File: src/rtl/fifo_arb_pkg.sv
`default_nettype none
// ============================================================================
// Module   : fifo_arb_pkg
// Brief    : Shared types and sizing helpers for the FIFO enqueue arbiter.
// Revision : 1.0 - initial release
// ============================================================================
package fifo_arb_pkg;

  typedef enum logic [0:0] {
    IDLE  = 1'b0,
    GRANT = 1'b1
  } arb_state_t;

  // Ceiling log2, floored at 1 so that derived vectors never collapse to zero width.
  function automatic int clog2(input int value);
    int r;
    r = 0;
    for (int i = 0; i < 31; i++) begin
      if ((1 << i) < value) r = i + 1;
    end
    return (r < 1) ? 1 : r;
  endfunction

  localparam int NREQ_DEF     = 4;
  localparam int MAXBURST_DEF = 4;
  localparam int OWNER_W      = clog2(NREQ_DEF);
  localparam int CNT_W        = clog2(MAXBURST_DEF + 1);

endpackage
`default_nettype wire

File: src/rtl/rr_picker.sv
`default_nettype none
// ============================================================================
// Module   : rr_picker
// Brief    : Combinational round-robin search starting just after the last owner.
// Revision : 1.0 - initial release
// ============================================================================
module rr_picker #(
  parameter int NREQ = 4,
  parameter int IW   = 2
) (
  input  logic [NREQ-1:0] i_req,
  input  logic [IW-1:0]   i_last_owner,
  output logic            o_found,
  output logic [IW-1:0]   o_index
);

  int w_cand;

  // Walk from the farthest offset down so the nearest requester is written last.
  always_comb begin
    o_found = |i_req;
    o_index = '0;
    w_cand  = 0;
    for (int off = NREQ; off >= 1; off--) begin
      w_cand = (int'(i_last_owner) + off) % NREQ;
      if (i_req[IW'(w_cand)]) o_index = IW'(w_cand);
    end
  end

endmodule
`default_nettype wire

File: src/rtl/fifo_enq_arbiter.sv
`default_nettype none
// ============================================================================
// Module   : fifo_enq_arbiter
// Brief    : Round-robin, burst-limited sharing of one FIFO enqueue port.
// Revision : 1.0 - initial release
// ============================================================================
module fifo_enq_arbiter
  import fifo_arb_pkg::*;
#(
  parameter int NREQ     = NREQ_DEF,
  parameter int WIDTH    = 8,
  parameter int MAXBURST = MAXBURST_DEF
) (
  input  logic                  clock,
  input  logic                  reset_n,
  input  logic [NREQ-1:0]       req,
  input  logic [NREQ*WIDTH-1:0] req_data,
  output logic [NREQ-1:0]       grant,
  output logic [NREQ-1:0]       accept,
  input  logic                  fifo_full,
  output logic                  fifo_enqueue,
  output logic [WIDTH-1:0]      fifo_data,
  output logic                  busy
);

  localparam int OW = clog2(NREQ);
  localparam int CW = clog2(MAXBURST + 1);

  arb_state_t      r_state;
  logic [OW-1:0]   r_owner;
  logic [OW-1:0]   r_last_owner;
  logic [NREQ-1:0] r_grant;
  logic [CW-1:0]   r_count;

  logic            w_found;
  logic [OW-1:0]   w_pick_idx;
  logic            w_in_grant;
  logic            w_owner_req;
  logic            w_enq;
  logic [WIDTH-1:0] w_words [NREQ];

  generate
    for (genvar gi = 0; gi < NREQ; gi++) begin : g_unpack
      assign w_words[gi] = req_data[gi*WIDTH +: WIDTH];
    end
  endgenerate

  rr_picker #(
    .NREQ (NREQ),
    .IW   (OW)
  ) u_picker (
    .i_req        (req),
    .i_last_owner (r_last_owner),
    .o_found      (w_found),
    .o_index      (w_pick_idx)
  );

  assign w_in_grant  = (r_state == GRANT);
  assign w_owner_req = req[r_owner];
  // Gated by reset_n so a reset edge mid-burst never commits a word.
  assign w_enq       = reset_n & w_in_grant & w_owner_req & ~fifo_full;

  assign fifo_enqueue = w_enq;
  assign fifo_data    = w_in_grant ? w_words[r_owner] : '0;
  assign grant        = r_grant;
  assign accept       = r_grant & {NREQ{w_enq}};
  assign busy         = w_in_grant;

  always_ff @(posedge clock) begin
    if (!reset_n) begin
      r_state      <= IDLE;
      r_owner      <= '0;
      r_last_owner <= OW'(NREQ - 1);
      r_grant      <= '0;
      r_count      <= '0;
    end else begin
      case (r_state)
        IDLE: begin
          if (w_found) begin
            r_owner <= w_pick_idx;
            r_grant <= NREQ'(1) << w_pick_idx;
            r_count <= '0;
            r_state <= GRANT;
          end
        end
        GRANT: begin
          // Release takes priority over backpressure; a full FIFO only stalls.
          if (!w_owner_req) begin
            r_state      <= IDLE;
            r_last_owner <= r_owner;
            r_grant      <= '0;
          end else if (w_enq) begin
            if (r_count == CW'(MAXBURST - 1)) begin
              r_state      <= IDLE;
              r_last_owner <= r_owner;
              r_grant      <= '0;
              r_count      <= '0;
            end else begin
              r_count <= r_count + CW'(1);
            end
          end
        end
        default: begin
          r_state <= IDLE;
          r_grant <= '0;
        end
      endcase
    end
  end

`ifndef SYNTHESIS
  always_ff @(posedge clock) begin
    if (reset_n) begin
      assert ($onehot0(grant));
      assert ($onehot0(accept));
      assert (!(|accept) || !fifo_full);
      assert (!fifo_enqueue || w_in_grant);
    end
  end
`endif

endmodule
`default_nettype wire

File: config.mk
export PLATFORM = sky130hd
export DESIGN_NAME = fifo_enq_arbiter
export DESIGN_NICKNAME = d
export VERILOG_FILES = /design/src/rtl/fifo_arb_pkg.sv /design/src/rtl/rr_picker.sv /design/src/rtl/fifo_enq_arbiter.sv
export SDC_FILE = /design/constraint.sdc
export NUM_CORES = 1
export LEC_CHECK = 0
export CAP_MARGIN = 20
export CORE_MARGIN = 2
export CORE_UTILIZATION = 30
export DETAILED_ROUTE_END_ITERATION = 8
export MAX_ROUTING_LAYER = met4
export PLACE_DENSITY = 0.73
export SYNTH_ARGS = -nofsm -noshare
export SYNTH_HDL_FRONTEND = slang
export SYNTH_SLANG_ARGS = --single-unit
File: constraint.sdc
create_clock -name clock -period 5.23 [get_ports clock]
set_input_delay 1.046 -clock clock [delete_from_list [all_inputs] [get_ports clock]]
set_output_delay 1.046 -clock clock [all_outputs]
set_load 0.02 [all_outputs]
==> impl_metrics.env, run 1 <==
export IMPL_outcome="complete, no violations"
export IMPL_critPathCaptureType="primary output"
export IMPL_detailed_place_area_mm2=0.00149
export IMPL_cts_buffers=3
export IMPL_clock_skew_final_ps=3.15
export IMPL_die_width_um=59.3
export IMPL_synthCells=91
export IMPL_ios=57
export IMPL_cts_resized=0
export IMPL_overflow=0
export IMPL_start_util=0.308
export IMPL_setup_viol_count_final=0
export IMPL_diodes=0
export IMPL_fill_cells=284
export IMPL_r2r_cells=4
export IMPL_area_growth_pct=64.6
export IMPL_critical_path_cell_chain="clkdlybuf4s50_1, mux4_2, and4b_1, and2_2, clkdlybuf4s50_1"
export IMPL_setup_tns_ps=0
export IMPL_postLayoutCoreUtil=0.508
export IMPL_die_area_mm2=0.00352
export IMPL_worstPathRequired_ps=4180
export IMPL_wirelength_mm=2.59
export IMPL_antenna_found_initial=0
export IMPL_fp_dieH_um=59.3
export IMPL_yosys_area_top_type="dfxtp_1"
export IMPL_syn_nets=131
export IMPL_layout_drive_gt1_share=0.139
export IMPL_final_area_mm2=0.00151
export IMPL_cts_setup_buffers=0
export IMPL_fmax_ghz=0.238
export IMPL_vdd_drop_max_mv=0.0824
export IMPL_synthTopCellsByArea="dfxtp_1 (26%), mux4_2 (22%), and2_1 (5.4%), and2_2 (3.3%), nand3_1 (2.7%)"
export IMPL_worst_path_most_repeated_cell="clkdlybuf4s50_1"
export IMPL_p_per_area_mw_per_mm2=188
export IMPL_routabilityCongestion=0.699
export IMPL_synth_edf_count=0
export IMPL_global_route_usage_total=0.153
export IMPL_criticalPathCategory="input pin to primary output"
export IMPL_finalHoldViolCount=0
export IMPL_syn_area_um2=918
export IMPL_multi_input_area_um2=643
export IMPL_finalCriticalPeriod_ps=4200
export IMPL_holdPathStages=1
export IMPL_rows=20
export IMPL_clkSlewWorstSetupHoldPaths_ps=70
export IMPL_vias=947
export IMPL_firstDrtPassIters=4
export IMPL_drv_cap=0
export IMPL_regArea_um2=240
export IMPL_drv_slew=0
export IMPL_crit_fanout=10
export IMPL_synth_warnings=0
export IMPL_drt_initial_drc_count=12
export IMPL_synth_commonest_cells="dfxtp_1 (12), mux4_2 (9), and2_1 (8), nand2_1 (5), nand3_1 (5)"
export IMPL_ys_seq_area_frac=0.262
export IMPL_slew_limit_headroom=0.566
export IMPL_fin_nets=186
export IMPL_crit_arrival_ps=3160
export IMPL_grt_max_degree=19
export IMPL_startpoint_type="input pin"
export IMPL_port_buffers=56
export IMPL_period_share=0.804
export IMPL_worst_slew_pin_transition_ps=650
export IMPL_rsz0062_at_grt="false"
export IMPL_cp_slowest_stage_delay_ps=540
export IMPL_dp_hpwl_mm=2.07
export IMPL_cts_sinks=12
export IMPL_grt_pass1_wl_mm=3.93
export IMPL_core_mm2=0.00298
export IMPL_clockRootBuffer="clkbuf_4"
export IMPL_synth_async_reset_ratio=0
export IMPL_leakage_nw=0.556
export IMPL_post_drt_wl_per_cell_um=14.6
export IMPL_clock_latency_ps=270
export IMPL_tritoncts="built"
export IMPL_cts_htree_levels=1
export IMPL_drc_errors=0
export IMPL_cts_path_max_buffers=2
export IMPL_min_path_type="flip-flop to flip-flop"
export IMPL_final_antenna_net_count=0
export IMPL_hold_buffers=0
export IMPL_synth_cell_types=39
export IMPL_yosys_area_top_type_share=0.262
export IMPL_via_per_inst=5.35
export IMPL_ys_ff_latch=12
export IMPL_yosysMostFrequentCell="dfxtp_1"
export IMPL_ff2ff_setup_slack_ps=2950
export IMPL_p_total_w=0.000284
export IMPL_grt_pass1_vias=869
export IMPL_synth_area_per_cell_um2=10.1
export IMPL_slowest_stage="mux4_2"
export IMPL_synth_main_ff_cell="dfxtp_1"
==> where the power goes <==
group          internal [W]  switching [W]
clock network     0.0000266      0.0000298
registers         0.0000980      0.0000151
logic             0.0000736      0.0000408
==> metal layers <==
| layer | GRT usage | up-vias | share of wire |
|---|---|---|---|
| met3 | 0.0328 | 5 | 0.12 |
| li1 | - | 454 | - |
| met1 | 0.154 | 442 | 0.37 |
| met4 | 0.0747 | 0 | 0.016 |
| met2 | 0.278 | 46 | 0.49 |
| met5 | - | - | 0 |
==> area by class of cell <==
class	count	share of cell area
timing repair buffer	56	0.371
sequential	12	0.159
tap	33	0.0273
inverter	1	0.00248
multi-input combinational	72	0.425
clock buffer	3	0.0149
==> per-stage QoR <==
step	std cells	worst slack, ps	hold slack (ps)
detailed placement	174	1030	480
CTS	177	1030	493
floorplan	91	2090	458
finish	177	1030	484
global placement	174	1080	479
global route	177	962	521
==> flip-flops by register name, summed over array words and instances (netlist names) <==
name	count
grant	4
r_count	3
r_last_owner	2
r_owner	2
busy	1
==> critical path: cells and delay by family <==
family,cells,cell delay [ps]
buf+inv,2,1040
mux,1,540
simple gates,2,530
==> path summary, 6_finish.rpt <==
check,start,end
min reg2reg,grant[2],grant[2]
min,grant[2],grant[2]
max reg2reg,r_owner[0],r_count[1]
max,req[3],accept[1]
==> layout by cell type (no fill, tap or decap), types with 2 or more instances in the layout <==
cell type	count
a31oi_1	2
nor2_1	2
clkdlybuf4s50_1	56
a22o_1	2
mux4_2	9
nand3_1	5
o2bb2ai_1	2
clkbuf_4	3
dfxtp_1	12
nand2_1	5
nand2b_1	3
and2_1	8
and3_1	2
and2_2	4
a21boi_0	2
nand3b_1	2
or3b_1	2
mux2i_1	2
o21ai_0	2
==> cell families after synthesis <==
kind of cell | share of synthesized area
and+or+nand+nor | 0.281
AOI/OAI and AO/OA | 0.151
adders and majority gates | 0.0136
buffers and inverters | 0.0381
muxes | 0.255
DFF | 0.262
Note: power is estimated with default switching activity, not from simulation.
==> run 2: changes to the inputs <==
clock period = 3.9 ns   (was 5.23 ns; I/O delays follow)
==> run 2 against run 1 <==
Compared with the run above:
- worst hold slack better by 8.8 ps
- global-route usage up 0.81 points
- setup slack worse by 810 ps
- flip-flop and latch count unchanged
- final cell count up 2.3%
- clock-buffer cell count up 1
- power up 45%
- sequential power up 26%
- via count up 1.9%
- clock power up 79%
- largest cell class unchanged
==> impl_metrics.env, run 2 (synthesis results as in run 1) <==
export IMPL_criticalPathCategory="input pin to primary output"
export IMPL_cts_path_max_buffers=2
export IMPL_port_buffers=56
export IMPL_min_path_type="flip-flop to flip-flop"
export IMPL_clock_latency_ps=270
export IMPL_finalHoldViolCount=0
export IMPL_drv_slew=0
export IMPL_final_common_cell="clkdlybuf4s50_1"
export IMPL_fin_nets=189
export IMPL_vdd_drop_max_mv=0.137
export IMPL_clockRootBuffer="clkbuf_4"
export IMPL_clock_skew_final_ps=2.50
export IMPL_cts_htree_levels=1
export IMPL_worst_slew_pin_transition_ps=573
export IMPL_outcome="complete, no violations"
export IMPL_hold_buffers=0
export IMPL_die_width_um=59.3
export IMPL_drc_errors=0
export IMPL_vias=965
export IMPL_crit_start="req[3]"
export IMPL_dp_hpwl_mm=2.18
export IMPL_final_antenna_net_count=0
export IMPL_fmax_ghz=0.272
export IMPL_leakage_nw=0.579
export IMPL_slew_limit_headroom=0.614
export IMPL_fp_dieH_um=59.3
export IMPL_critical_path_cell_chain="clkdlybuf4s50_1, mux4_2, and4b_1, and2_2, clkdlybuf4s50_1"
export IMPL_period_share=0.944
export IMPL_drv_cap=0
export IMPL_crit_fanout=10
export IMPL_worst_path_most_repeated_cell="clkdlybuf4s50_1"
export IMPL_cts_setup_buffers=0
export IMPL_routabilityCongestion=0.733
export IMPL_layout_drive_gt1_share=0.162
export IMPL_firstDrtPassIters=4
export IMPL_cts_resized=0
export IMPL_via_per_inst=5.33
export IMPL_setup_viol_count_final=0
export IMPL_ff2ff_setup_slack_ps=1910
export IMPL_grt_pass1_vias=902
export IMPL_setup_tns_ps=0
export IMPL_rsz0062_at_grt="false"
export IMPL_wirelength_mm=2.74
export IMPL_global_route_usage_total=0.162
export IMPL_r2r_end="r_count[1]"
export IMPL_cp_endpoint="accept[0]"
export IMPL_final_area_mm2=0.00155
export IMPL_startpoint_type="input pin"
export IMPL_cp_slowest_stage_delay_ps=550
export IMPL_p_per_area_mw_per_mm2=265
export IMPL_crit_arrival_ps=2900
export IMPL_grt_pass1_wl_mm=4.17
export IMPL_post_drt_wl_per_cell_um=15.1
export IMPL_start_util=0.308
export IMPL_overflow=0
export IMPL_cts_sinks=12
export IMPL_finalCriticalPeriod_ps=3680
export IMPL_area_growth_pct=68.5
export IMPL_slowest_stage="mux4_2"
export IMPL_r2r_start="r_owner[0]"
export IMPL_ios=57
export IMPL_r2r_cells=5
export IMPL_final_cell_mix="clkdlybuf4s50_1 (56), dfxtp_1 (12), mux4_2 (9)"
export IMPL_grt_max_degree=19
export IMPL_detailed_place_area_mm2=0.00151
export IMPL_holdPathStages=1
export IMPL_rows=20
export IMPL_drt_initial_drc_count=18
export IMPL_clkSlewWorstSetupHoldPaths_ps=80
export IMPL_core_mm2=0.00298
export IMPL_die_area_mm2=0.00352
export IMPL_antenna_found_initial=0
export IMPL_worstPathRequired_ps=3120
export IMPL_critPathCaptureType="primary output"
export IMPL_cts_buffers=3
export IMPL_diodes=0
export IMPL_tritoncts="built"
export IMPL_largest_reg_flops=4
[run 2: changes by cell type in the layout (fill, tap and decap cells not counted)]
cell,previous run,this run
buf_4,0,3
clkbuf_8,0,1
[run 2: report_power, final]
group | switching (W) | internal (W) | total, W
logic | 0.0000660 | 0.000102 | 0.000168
registers | 0.0000105 | 0.000131 | 0.000142
clock network | 0.0000438 | 0.0000568 | 0.000101
total | 0.000120 | 0.000290 | 0.000410
[run 2: per-stage QoR]
step                      cells  hold WS, ps  worst slack, ps  power (W)   util
after floorplan              91          458             1290   0.000232      -
after global placement      177          477              280   0.000310  0.508
after detailed placement    177          485              224   0.000314  0.508
after CTS                   181          496              217   0.000416  0.520
after global routing        181          505              145   0.000433  0.520
final                       181          493              219   0.000410  0.520
[run 2: layout make-up]
type	instances	area, um^2
clock buffers	4	36.3
fillers	282	1430
inverters	1	3.75
multi-input cells	72	643
flip-flops and latches	12	240
well taps	33	41.3
repair buffers	59	583
[run 2: worst min path at each step]
| stage | from | end | slack, ps |
|---|---|---|---|
| after global routing | grant[2] | grant[2] | 510 |
| after floorplan | r_count[2] | r_count[2] | 460 |
| after detailed placement | grant[0] | grant[0] | 490 |
| after global placement | r_count[2] | r_count[2] | 480 |
| after CTS | grant[0] | grant[0] | 500 |
| final | grant[2] | grant[2] | 490 |
[run 2: routing by layer]
layer	routed length [um]	vias to the layer above	track usage
met3	279	6	0.0371
li1	-	461	-
met5	0	-	-
met2	1340	50	0.278
met1	1070	448	0.179
met4	50	0	0.0649
[run 2: worst max-delay path, delay by kind of cell]
kind / cells / cell delay, ps
simple gates: 2 / 520
mux: 1 / 550
buf+inv: 2 / 1050
==> run 3: changes to the inputs <==
PLACE_DENSITY = 0.75   (was 0.73)
SLEW_MARGIN = 0   (was unset)
clock period = 3.3 ns   (was 3.9 ns; I/O delays follow)
==> run 3 against run 2 <==
Compared with the run above:
- power up 21%
- sequential share of layout area down 0.54 points
- flip-flop and latch count unchanged
- clock-buffer cell count unchanged
- critical path depth down 1
- first-iteration DRC count up 130%
==> impl_metrics.env, run 3 (synthesis results as in run 1) <==
export IMPL_overflow=0
export IMPL_dp_hpwl_mm=2.19
export IMPL_criticalPathCategory="input pin to primary output"
export IMPL_layout_drive_gt1_share=0.201
export IMPL_holdWs_ps=488
export IMPL_postLayoutCoreUtil=0.539
export IMPL_clkSlewWorstSetupHoldPaths_ps=80
export IMPL_final_area_mm2=0.00160
export IMPL_met3_length_um=289
export IMPL_start_util=0.308
export IMPL_die_area_mm2=0.00352
export IMPL_hold_buffers=0
export IMPL_routabilityCongestion=0.757
export IMPL_cts_resized=1
export IMPL_drc_errors=0
export IMPL_detailed_place_area_mm2=0.00156
export IMPL_worst_slew_pin_transition_ps=604
export IMPL_grt_pass1_wl_mm=4.17
export IMPL_port_buffers=56
export IMPL_cp_top_family="buffers and inverters"
export IMPL_area_growth_pct=74.7
export IMPL_clockRootBuffer="clkbuf_4"
export IMPL_cts_setup_buffers=0
export IMPL_placedCellCount=183
export IMPL_dr_wl_met2_mm=1.25
export IMPL_wirelength_mm=2.76
export IMPL_cts_buffers=3
export IMPL_final_antenna_net_count=0
export IMPL_sw_frac_of_total=0.298
export IMPL_cts_htree_levels=1
export IMPL_diodes=0
export IMPL_pre_cts_slack_ps=-19.1
export IMPL_multi_input_area_um2=644
export IMPL_m1WireLength_mm=1.17
export IMPL_layout_setup_ws_ps=198
export IMPL_rsz0062_at_grt="false"
export IMPL_p_clk_frac=0.248
export IMPL_grt_max_degree=19
export IMPL_worstPathRequired_ps=2640
export IMPL_min_path_type="flip-flop to flip-flop"
export IMPL_ios=57
export IMPL_crit_arrival_ps=2440
export IMPL_setup_viol_count_final=0
export IMPL_vdd_drop_max_mv=0.167
export IMPL_critical_path_cell_chain="clkdlybuf4s50_1, mux4_2, and4b_2, clkdlybuf4s50_1"
export IMPL_final_cell_mix="clkdlybuf4s50_1 (52), dfxtp_1 (12), mux4_2 (9), buf_4 (9), and2_1 (8)"
export IMPL_internal_power_w=0.000349
export IMPL_firstDrtPassIters=2
export IMPL_combPwrFrac=0.413
export IMPL_regArea_um2=240
export IMPL_vias=990
export IMPL_die_width_um=59.3
export IMPL_period_share=0.940
export IMPL_finalHoldViolCount=0
export IMPL_worst_path_most_repeated_cell="clkdlybuf4s50_1"
export IMPL_via_per_inst=5.29
export IMPL_critPathCaptureType="primary output"
export IMPL_outcome="complete, no violations"
export IMPL_grt_pass1_vias=905
export IMPL_tritoncts="built"
export IMPL_fmax_ghz=0.322
export IMPL_cts_path_max_buffers=2
export IMPL_drt_initial_drc_count=41
export IMPL_p_per_area_mw_per_mm2=309
export IMPL_drv_slew=0
export IMPL_slowest_stage="clkdlybuf4s50_1"
export IMPL_rows=20
export IMPL_clock_skew_final_ps=3.55
export IMPL_final_common_cell="clkdlybuf4s50_1"
export IMPL_fp_dieH_um=59.3
export IMPL_startpoint_type="input pin"
export IMPL_largest_reg_flops=4
export IMPL_switchingPower_w=0.000148
export IMPL_layoutNonFillerInstCount=187
export IMPL_antenna_found_initial=0
export IMPL_fin_nets=195
export IMPL_leakage_nw=0.682
export IMPL_post_drt_wl_per_cell_um=14.7
export IMPL_slew_limit_headroom=0.596
export IMPL_drv_cap=0
export IMPL_clock_latency_ps=280
export IMPL_fill_cells=282
export IMPL_crit_fanout=10
export IMPL_finalCriticalPeriod_ps=3100
export IMPL_topRoutingLayerUsed="met4"
export IMPL_core_mm2=0.00298
export IMPL_cts_sinks=12
export IMPL_seqPwrFrac=0.339
export IMPL_cp_slowest_stage_delay_ps=560
export IMPL_global_route_usage_total=0.162
export IMPL_critPathBufInv=2
-- run 3: power groups by stage --
| stage | Combinational [W] | Clock (W) | Sequential, W |
|---|---|---|---|
| after CTS | 0.000207 | 0.000124 | 0.000169 |
| final | 0.000205 | 0.000123 | 0.000168 |
| after detailed placement | 0.000206 | 0 | 0.000172 |
| after global routing | 0.000219 | 0.000137 | 0.000170 |
| after floorplan | 0.000102 | 0 | 0.000172 |
| after global placement | 0.000201 | 0 | 0.000171 |
-- run 3: final cells by class --
cell class / instances / area share
multi-input cells: 72 / 0.402
inverters: 1 / 0.00234
flip-flops and latches: 12 / 0.150
repair buffers: 65 / 0.398
clock buffers: 4 / 0.0226
well taps: 33 / 0.0257
-- run 3: final timing paths --
kind | from | end | slack [ps] | depth (start not counted)
max | req[1] | fifo_enqueue | 200 | 4
min | grant[0] | grant[0] | 490 | 1
max reg2reg | r_owner[0] | r_count[1] | 1490 | 4
min reg2reg | grant[0] | grant[0] | 490 | 1
-- run 3: layer usage --
metal  track usage  up-vias
met4        0.0779        0
met3        0.0393        6
met1         0.189      456
met2         0.259       51
li1              -      477
met5             -        -
-- run 3: metrics by stage --
step / TNS, ps / power (W)
3_3_place_gp: 0 / 0.000372
6_report: 0 / 0.000496
5_1_grt: 0 / 0.000526
3_5_place_dp: -65.2 / 0.000378
2_1_floorplan: 0 / 0.000274
4_1_cts: 0 / 0.000500
